[src/rtl/flash_xip_cache_pkg.sv]
// Shared definitions for the flash XIP read cache: FSM encoding, APB field
// widths, request payload and the SPI controller register window.
package flash_xip_cache_pkg;

    localparam int unsigned ADDR_W = 32;
    localparam int unsigned DATA_W = 32;
    localparam int unsigned PROT_W = 3;
    localparam int unsigned STRB_W = 4;

    // Address bits that take part in tag/index; the top nibble is left out.
    localparam int unsigned TAG_TOP = 27;

    // SPI/XIP controller register window, never cacheable.
    localparam logic [ADDR_W-1:0] SPI_REG_START = 32'h1000_1000;
    localparam logic [ADDR_W-1:0] SPI_REG_END   = 32'h1000_1fff;

    typedef enum logic [2:0] {
        ST_IDLE       = 3'd0,
        ST_HIT_RESP   = 3'd1,
        ST_FWD_SETUP  = 3'd2,
        ST_FWD_ACCESS = 3'd3,
        ST_RESP       = 3'd4
    } state_t;

    // Request captured in the APB setup phase.
    typedef struct packed {
        logic [ADDR_W-1:0] addr;
        logic              write;
        logic [DATA_W-1:0] wdata;
        logic [STRB_W-1:0] strb;
        logic [PROT_W-1:0] prot;
    } apb_req_t;

endpackage

[src/rtl/flash_xip_cache_array.sv]
// Direct-mapped one-word cache storage: combinational lookup, single fill
// port, and a flush that clears every valid bit (flush beats a same-cycle fill).
module flash_xip_cache_array
    import flash_xip_cache_pkg::*;
#(
    parameter int unsigned LINES = 16,
    parameter int unsigned IDX_W = 4,
    parameter int unsigned TAG_W = 22
) (
    input  logic              clock,
    input  logic              reset,
    input  logic              flush,
    input  logic [IDX_W-1:0]  lookup_index,
    input  logic [TAG_W-1:0]  lookup_tag,
    output logic              lookup_hit_c,
    output logic [DATA_W-1:0] lookup_data_c,
    input  logic              fill_en,
    input  logic [IDX_W-1:0]  fill_index,
    input  logic [TAG_W-1:0]  fill_tag,
    input  logic [DATA_W-1:0] fill_data
);

    logic [LINES-1:0]  valid;
    logic [TAG_W-1:0]  tags [LINES];
    logic [DATA_W-1:0] words [LINES];

    // Valid bits: reset and flush clear all, a fill sets its own line.
    always_ff @(posedge clock) begin
        if (reset || flush) begin
            valid <= '0;
        end else if (fill_en) begin
            valid[fill_index] <= 1'b1;
        end
    end

    // Tag/data payload; unreset since valid qualifies every read.
    always_ff @(posedge clock) begin
        if (fill_en && !flush && !reset) begin
            tags[fill_index]  <= fill_tag;
            words[fill_index] <= fill_data;
        end
    end

    assign lookup_hit_c  = valid[lookup_index] && (tags[lookup_index] == lookup_tag);
    assign lookup_data_c = words[lookup_index];

endmodule

[src/rtl/flash_xip_cache.sv]
// APB-to-APB read cache in front of the SPI/XIP flash controller.
// Build macro FLASH_XIP_CACHE_EN enables the cache; without it every request
// is forwarded and flush is ignored. Flash-range writes always error locally.
module flash_xip_cache
    import flash_xip_cache_pkg::*;
#(
    parameter int unsigned       CACHE_LINES      = 16,
    parameter logic [ADDR_W-1:0] flash_addr_start = 32'h3000_0000,
    parameter logic [ADDR_W-1:0] flash_addr_end   = 32'h3fff_ffff
) (
    input  logic              clock,
    input  logic              reset,
    input  logic [ADDR_W-1:0] in_paddr,
    input  logic              in_psel,
    input  logic              in_penable,
    input  logic [PROT_W-1:0] in_pprot,
    input  logic              in_pwrite,
    input  logic [DATA_W-1:0] in_pwdata,
    input  logic [STRB_W-1:0] in_pstrb,
    output logic              in_pready,
    output logic [DATA_W-1:0] in_prdata,
    output logic              in_pslverr,
    output logic [ADDR_W-1:0] out_paddr,
    output logic              out_psel,
    output logic              out_penable,
    output logic [PROT_W-1:0] out_pprot,
    output logic              out_pwrite,
    output logic [DATA_W-1:0] out_pwdata,
    output logic [STRB_W-1:0] out_pstrb,
    input  logic              out_pready,
    input  logic [DATA_W-1:0] out_prdata,
    input  logic              out_pslverr,
    input  logic              flush
);

    localparam int unsigned IDX_W = $clog2(CACHE_LINES);
    localparam int unsigned TAG_W = TAG_TOP + 1 - 2 - IDX_W;

    state_t            state;
    state_t            next_state;
    apb_req_t          req_q;
    logic [DATA_W-1:0] rdata_q;
    logic              slverr_q;
    logic              cacheable_q;
    logic              pready_q;
    logic              psel_q;
    logic              penable_q;
    logic              pready_d;
    logic              psel_d;
    logic              penable_d;

    logic              setup_c;
    logic              in_flash_c;
    logic              cacheable_c;
    logic              flash_write_c;
    logic              hit_c;
    logic [DATA_W-1:0] hit_data_c;

    assign setup_c       = in_psel && !in_penable;
    assign in_flash_c    = (in_paddr >= flash_addr_start) && (in_paddr <= flash_addr_end);
    assign cacheable_c   = !in_pwrite && in_flash_c
                         && !((in_paddr >= SPI_REG_START) && (in_paddr <= SPI_REG_END));
    assign flash_write_c = in_pwrite && in_flash_c;

`ifdef FLASH_XIP_CACHE_EN
    logic fill_en_c;
    logic lookup_hit_c;

    assign fill_en_c = (state == ST_FWD_ACCESS) && out_pready && !out_pslverr && cacheable_q;
    assign hit_c     = cacheable_c && lookup_hit_c;

    flash_xip_cache_array #(
        .LINES (CACHE_LINES),
        .IDX_W (IDX_W),
        .TAG_W (TAG_W)
    ) u_array (
        .clock         (clock),
        .reset         (reset),
        .flush         (flush),
        .lookup_index  (in_paddr[IDX_W+1:2]),
        .lookup_tag    (in_paddr[TAG_TOP:IDX_W+2]),
        .lookup_hit_c  (lookup_hit_c),
        .lookup_data_c (hit_data_c),
        .fill_en       (fill_en_c),
        .fill_index    (req_q.addr[IDX_W+1:2]),
        .fill_tag      (req_q.addr[TAG_TOP:IDX_W+2]),
        .fill_data     (out_prdata)
    );
`else
    logic unused_c;

    assign unused_c   = ^{flush, cacheable_q};
    assign hit_c      = 1'b0;
    assign hit_data_c = '0;
`endif

    // State register plus the registered handshake outputs.
    always_ff @(posedge clock) begin
        if (reset) begin
            state     <= ST_IDLE;
            pready_q  <= 1'b0;
            psel_q    <= 1'b0;
            penable_q <= 1'b0;
        end else begin
            state     <= next_state;
            pready_q  <= pready_d;
            psel_q    <= psel_d;
            penable_q <= penable_d;
        end
    end

    // Next-state decision; setup phases outside IDLE are ignored.
    always_comb begin
        next_state = state;
        unique case (state)
            ST_IDLE: begin
                if (setup_c) begin
                    if (hit_c)              next_state = ST_HIT_RESP;
                    else if (flash_write_c) next_state = ST_RESP;
                    else                    next_state = ST_FWD_SETUP;
                end
            end
            ST_HIT_RESP:   next_state = ST_IDLE;
            ST_FWD_SETUP:  next_state = ST_FWD_ACCESS;
            ST_FWD_ACCESS: if (out_pready) next_state = ST_RESP;
            ST_RESP:       next_state = ST_IDLE;
            default:       next_state = ST_IDLE;
        endcase
    end

    // Handshake outputs decoded from the state being entered, then registered.
    always_comb begin
        pready_d  = 1'b0;
        psel_d    = 1'b0;
        penable_d = 1'b0;
        unique case (next_state)
            ST_HIT_RESP, ST_RESP: pready_d = 1'b1;
            ST_FWD_SETUP:         psel_d   = 1'b1;
            ST_FWD_ACCESS: begin
                psel_d    = 1'b1;
                penable_d = 1'b1;
            end
            default: ;
        endcase
    end

    // Request capture and response data/error registers.
    always_ff @(posedge clock) begin
        if (reset) begin
            req_q       <= '0;
            rdata_q     <= '0;
            slverr_q    <= 1'b0;
            cacheable_q <= 1'b0;
        end else begin
            if (state == ST_IDLE && setup_c) begin
                req_q <= '{addr: in_paddr, write: in_pwrite, wdata: in_pwdata,
                           strb: in_pstrb, prot: in_pprot};
                cacheable_q <= cacheable_c;
                if (hit_c) begin
                    rdata_q  <= hit_data_c;
                    slverr_q <= 1'b0;
                end else if (flash_write_c) begin
                    rdata_q  <= '0;
                    slverr_q <= 1'b1;
                end
            end
            if (state == ST_FWD_ACCESS && out_pready) begin
                rdata_q  <= out_prdata;
                slverr_q <= out_pslverr;
            end
        end
    end

    assign in_pready   = pready_q;
    assign in_prdata   = rdata_q;
    assign in_pslverr  = slverr_q;
    assign out_psel    = psel_q;
    assign out_penable = penable_q;
    assign out_paddr   = req_q.addr;
    assign out_pwrite  = req_q.write;
    assign out_pwdata  = req_q.wdata;
    assign out_pstrb   = req_q.strb;
    assign out_pprot   = req_q.prot;

endmodule
[config.mk]
export PLATFORM = sky130hd
export DESIGN_NAME = flash_xip_cache
export DESIGN_NICKNAME = d
export VERILOG_FILES = /design/src/rtl/flash_xip_cache_pkg.sv /design/src/rtl/flash_xip_cache_array.sv /design/src/rtl/flash_xip_cache.sv
export SDC_FILE = /design/constraint.sdc
export NUM_CORES = 1
export LEC_CHECK = 0
export CORE_MARGIN = 5
export CORE_UTILIZATION = 41
export CTS_CLUSTER_DIAMETER = 30
export CTS_CLUSTER_SIZE = 12
export DETAILED_ROUTE_END_ITERATION = 10
export HOLD_SLACK_MARGIN = 0.02
export MAX_ROUTING_LAYER = met4
export PLACE_DENSITY = 0.85
export SETUP_SLACK_MARGIN = 0.02
export SYNTH_ARGS = -nofsm -noshare
export SYNTH_HDL_FRONTEND = slang
export SYNTH_SLANG_ARGS = --single-unit
[constraint.sdc]
create_clock -name clock -period 2.55 [get_ports clock]
set_input_delay 0.51 -clock clock [delete_from_list [all_inputs] [get_ports clock]]
set_output_delay 0.51 -clock clock [all_outputs]
set_load 0.01 [all_outputs]
==> run_results.csv <==
group,metric,value,unit
critical_path,worstSetupStartpoint,"in_penable",
timing,maxSlewViolCount,0,
detailed_routing,vias_per_cell,4.89,
power_and_ir_drop,ir_drop,322,uV
run,drv_cap,0,
timing,fmaxAchievable,0.529,GHz
critical_path,worst_setup_path_end_kind,"register",
floorplanning,design.portCount,219,
critical_path,cp.arrival,2.12,ns
floorplanning,die_w,107,um
global_routing,grt.total_usage,0.203,
timing,worstMarginPinSlew,0.653,ns
synthesis,syn_area,0.00385,mm^2
floorplanning,die_area,0.0114,mm^2
floorplanning,coreArea,0.00920,mm^2
status,status,"completed",
timing,max_slew_margin,0.564,
detailed_routing,vias,3902,
synthesis,avgSynthCellArea,8.05,um^2
clock_tree,cts_setup_buffers,0,
synthesis,yosysWarnings,0,
final_layout,drive_gt1_frac,0.0437,
hold_path,min_from,"in_prdata[2]$_SDFFE_PP0P_",
timing,rsz0062_at_grt,"false",
synthesis,yosysSeqAreaShare,0.577,
clock_tree,cts_tree,"done",
clock_tree,cts_inserted_buffers,9,
synthesis,synthCells,479,
final_layout,n_fill_cell,770,
clock_tree,cts_root_buf,"clkbuf_8",
timing,finalSetupViolations,0,
timing,tns,0,ns
final_layout,area_growth,61.9,%
detailed_routing,wl_per_cell,14.6,um
clock_tree,clkLatencyLatePin,0.36,ns
timing,fin_skew,0.00913,ns
placement,io_buffers,217,
clock_tree,cts.path.max_buffers,2,
floorplanning,die_h,107,um
timing,post-route-period-util,0.742,
global_routing,grt_pass1_vias,3861,
clock_tree,cts-htree-levels,3,
critical_path,startpoint_type,"primary input",
synthesis,synth_seq_cells,111,
synthesis,synthesis.nets,590,
detailed_routing,drt_iter0_markers,151,
power_and_ir_drop,pwr_density_cell,537,mW/mm^2
clock_tree,cts_hold_buf,0,
timing,finalCriticalPeriod,1.89,ns
timing,hold_viol_final,0,
detailed_routing,routed_wl,11700,um
placement,placed_area,0.00605,mm^2
final_layout,multiInputGateArea,0.00147,mm^2
final_layout,seqCellArea,0.00222,mm^2
final_layout,fin_nets,793,
power_and_ir_drop,power_leakage,2.17,nW
final_layout,design_area,0.00624,mm^2
global_routing,grt_max_degree,48,
synthesis,synth_cell_type_count,21,
critical_path,criticalPathCategory,"primary input to register",
placement,dp_hpwl,8790,um
floorplanning,start_util,0.419,
placement,finalWeightedCongestion,0.751,
final_layout,n_antenna_cell,0,
clock_tree,clkSlewWorstSetupHoldPaths,0.10,ns
detailed_routing,firstDrtPassIters,4,
clock_tree,ctsResizeCount,0,
critical_path,cp.required,2.78,ns
detailed_routing,drcViolationCount,0,
global_routing,grt_overflow,0,
detailed_routing,ant_nets,0,
global_routing,grt_first_pass_wirelength,18100,um
clock_tree,cts.sinks,111,
critical_path,cp_max_fo,32,
floorplanning,num_rows,35,
critical_path,reg2reg_from,"state[2]$_SDFF_PP0_",
hold_path,min_path_type,"register to register",
global_routing,antenna_found_initial,0,
-- sequential cells by signal, summed over array words and instances (netlist names) --
signal / count
in_prdata: 32
out_paddr: 32
out_pwdata: 32
out_pstrb: 4
out_pprot: 3
state: 3
in_pready: 1
in_pslverr: 1
out_penable: 1
out_psel: 1
out_pwrite: 1
-- logic make-up after synthesis --
logic type / Yosys count / synth area share
and+or+nand+nor: 224 / 0.230
AOI/OAI and AO/OA: 111 / 0.149
buffers and inverters: 33 / 0.0451
DFF: 111 / 0.577
-- synth_stat cells --
cell / number / area [um^2]
nand4b_1: 1 / 8.76
buf_2: 13 / 65.1
and2b_1: 1 / 7.51
a21oi_1: 104 / 521
nand2_1: 210 / 788
clkbuf_1: 16 / 60.1
nor2_2: 1 / 6.26
nand3_1: 1 / 5.00
nand2b_4: 1 / 13.8
a21boi_0: 4 / 30.0
dfxtp_1: 111 / 2220
or3_4: 1 / 11.3
nor3_1: 1 / 5.00
or2_2: 1 / 6.26
buf_8: 3 / 45.0
o31ai_1: 1 / 7.51
a211oi_1: 2 / 15.0
inv_1: 1 / 3.75
nand2b_1: 1 / 6.26
nor2_1: 4 / 15.0
or4_4: 1 / 11.3
-- routing by layer --
metal / global-route usage / vias to the layer above / routed length [um]
li1: - / 1944 / -
met1: 0.231 / 1774 / 4920
met2: 0.347 / 160 / 5630
met3: 0.0524 / 24 / 850
met4: 0.0740 / 0 / 284
met5: - / - / 0
-- critical path, cell delays in order --
cell and delay (ns):
clkdlybuf4s50_1 0.39, nand2b_1 0.24, or4_4 0.60, nand2b_4 0.30
a21oi_1 0.08
-- cells in the final DEF (no fill, tap or decap), drive strengths merged, types with 2 or more instances in the layout --
cell type	Yosys	layout
nand2	210	210
clkbuf	16	9
buf	16	8
inv	1	4
a21boi	4	4
nand2b	2	2
clkdlybuf4s50	0	216
clkinvlp	0	3
dfxtp	111	111
nor2	5	5
a21oi	104	104
a211oi	2	2
-- power breakdown --
part	internal, mW	total, mW	switching, mW
registers	1.80	1.83	0.0326
logic	0.300	0.513	0.213
clock network	0.378	1.01	0.630
-- final timing paths --
| check | endpoint | slack [ns] | depth (start not counted) |
|---|---|---|---|
| worst max-delay path | in_prdata[0]$_SDFFE_PP0P_ | 0.66 | 5 |
| worst min-delay path | in_prdata[2]$_SDFFE_PP0P_ | 0.46 | 2 |
| worst max register to register | in_prdata[0]$_SDFFE_PP0P_ | 0.73 | 4 |
| worst min register to register | in_prdata[2]$_SDFFE_PP0P_ | 0.46 | 2 |
-- through the flow --
| step | std cells | worst slack (ns) | hold WS (ns) | power [mW] | utilization |
|---|---|---|---|---|---|
| floorplan | 479 | 0.916 | 0.477 | 2.06 | - |
| global placement | 782 | 0.311 | 0.440 | 2.37 | 0.658 |
| detailed placement | 782 | 0.274 | 0.447 | 2.39 | 0.658 |
| CTS | 798 | 0.664 | 0.462 | 3.39 | 0.679 |
| global route | 798 | 0.579 | 0.477 | 3.51 | 0.679 |
| finish | 798 | 0.658 | 0.458 | 3.35 | 0.679 |
-- final cells by class --
class,instances,area share
clock buffer,9,0.0198
clock inverter,7,0.0104
inverter,1,0.000601
multi-input combinational,335,0.235
sequential,111,0.356
tap,111,0.0223
timing repair buffer,224,0.356
No activity file was read; power rests on OpenSTA's default activity.
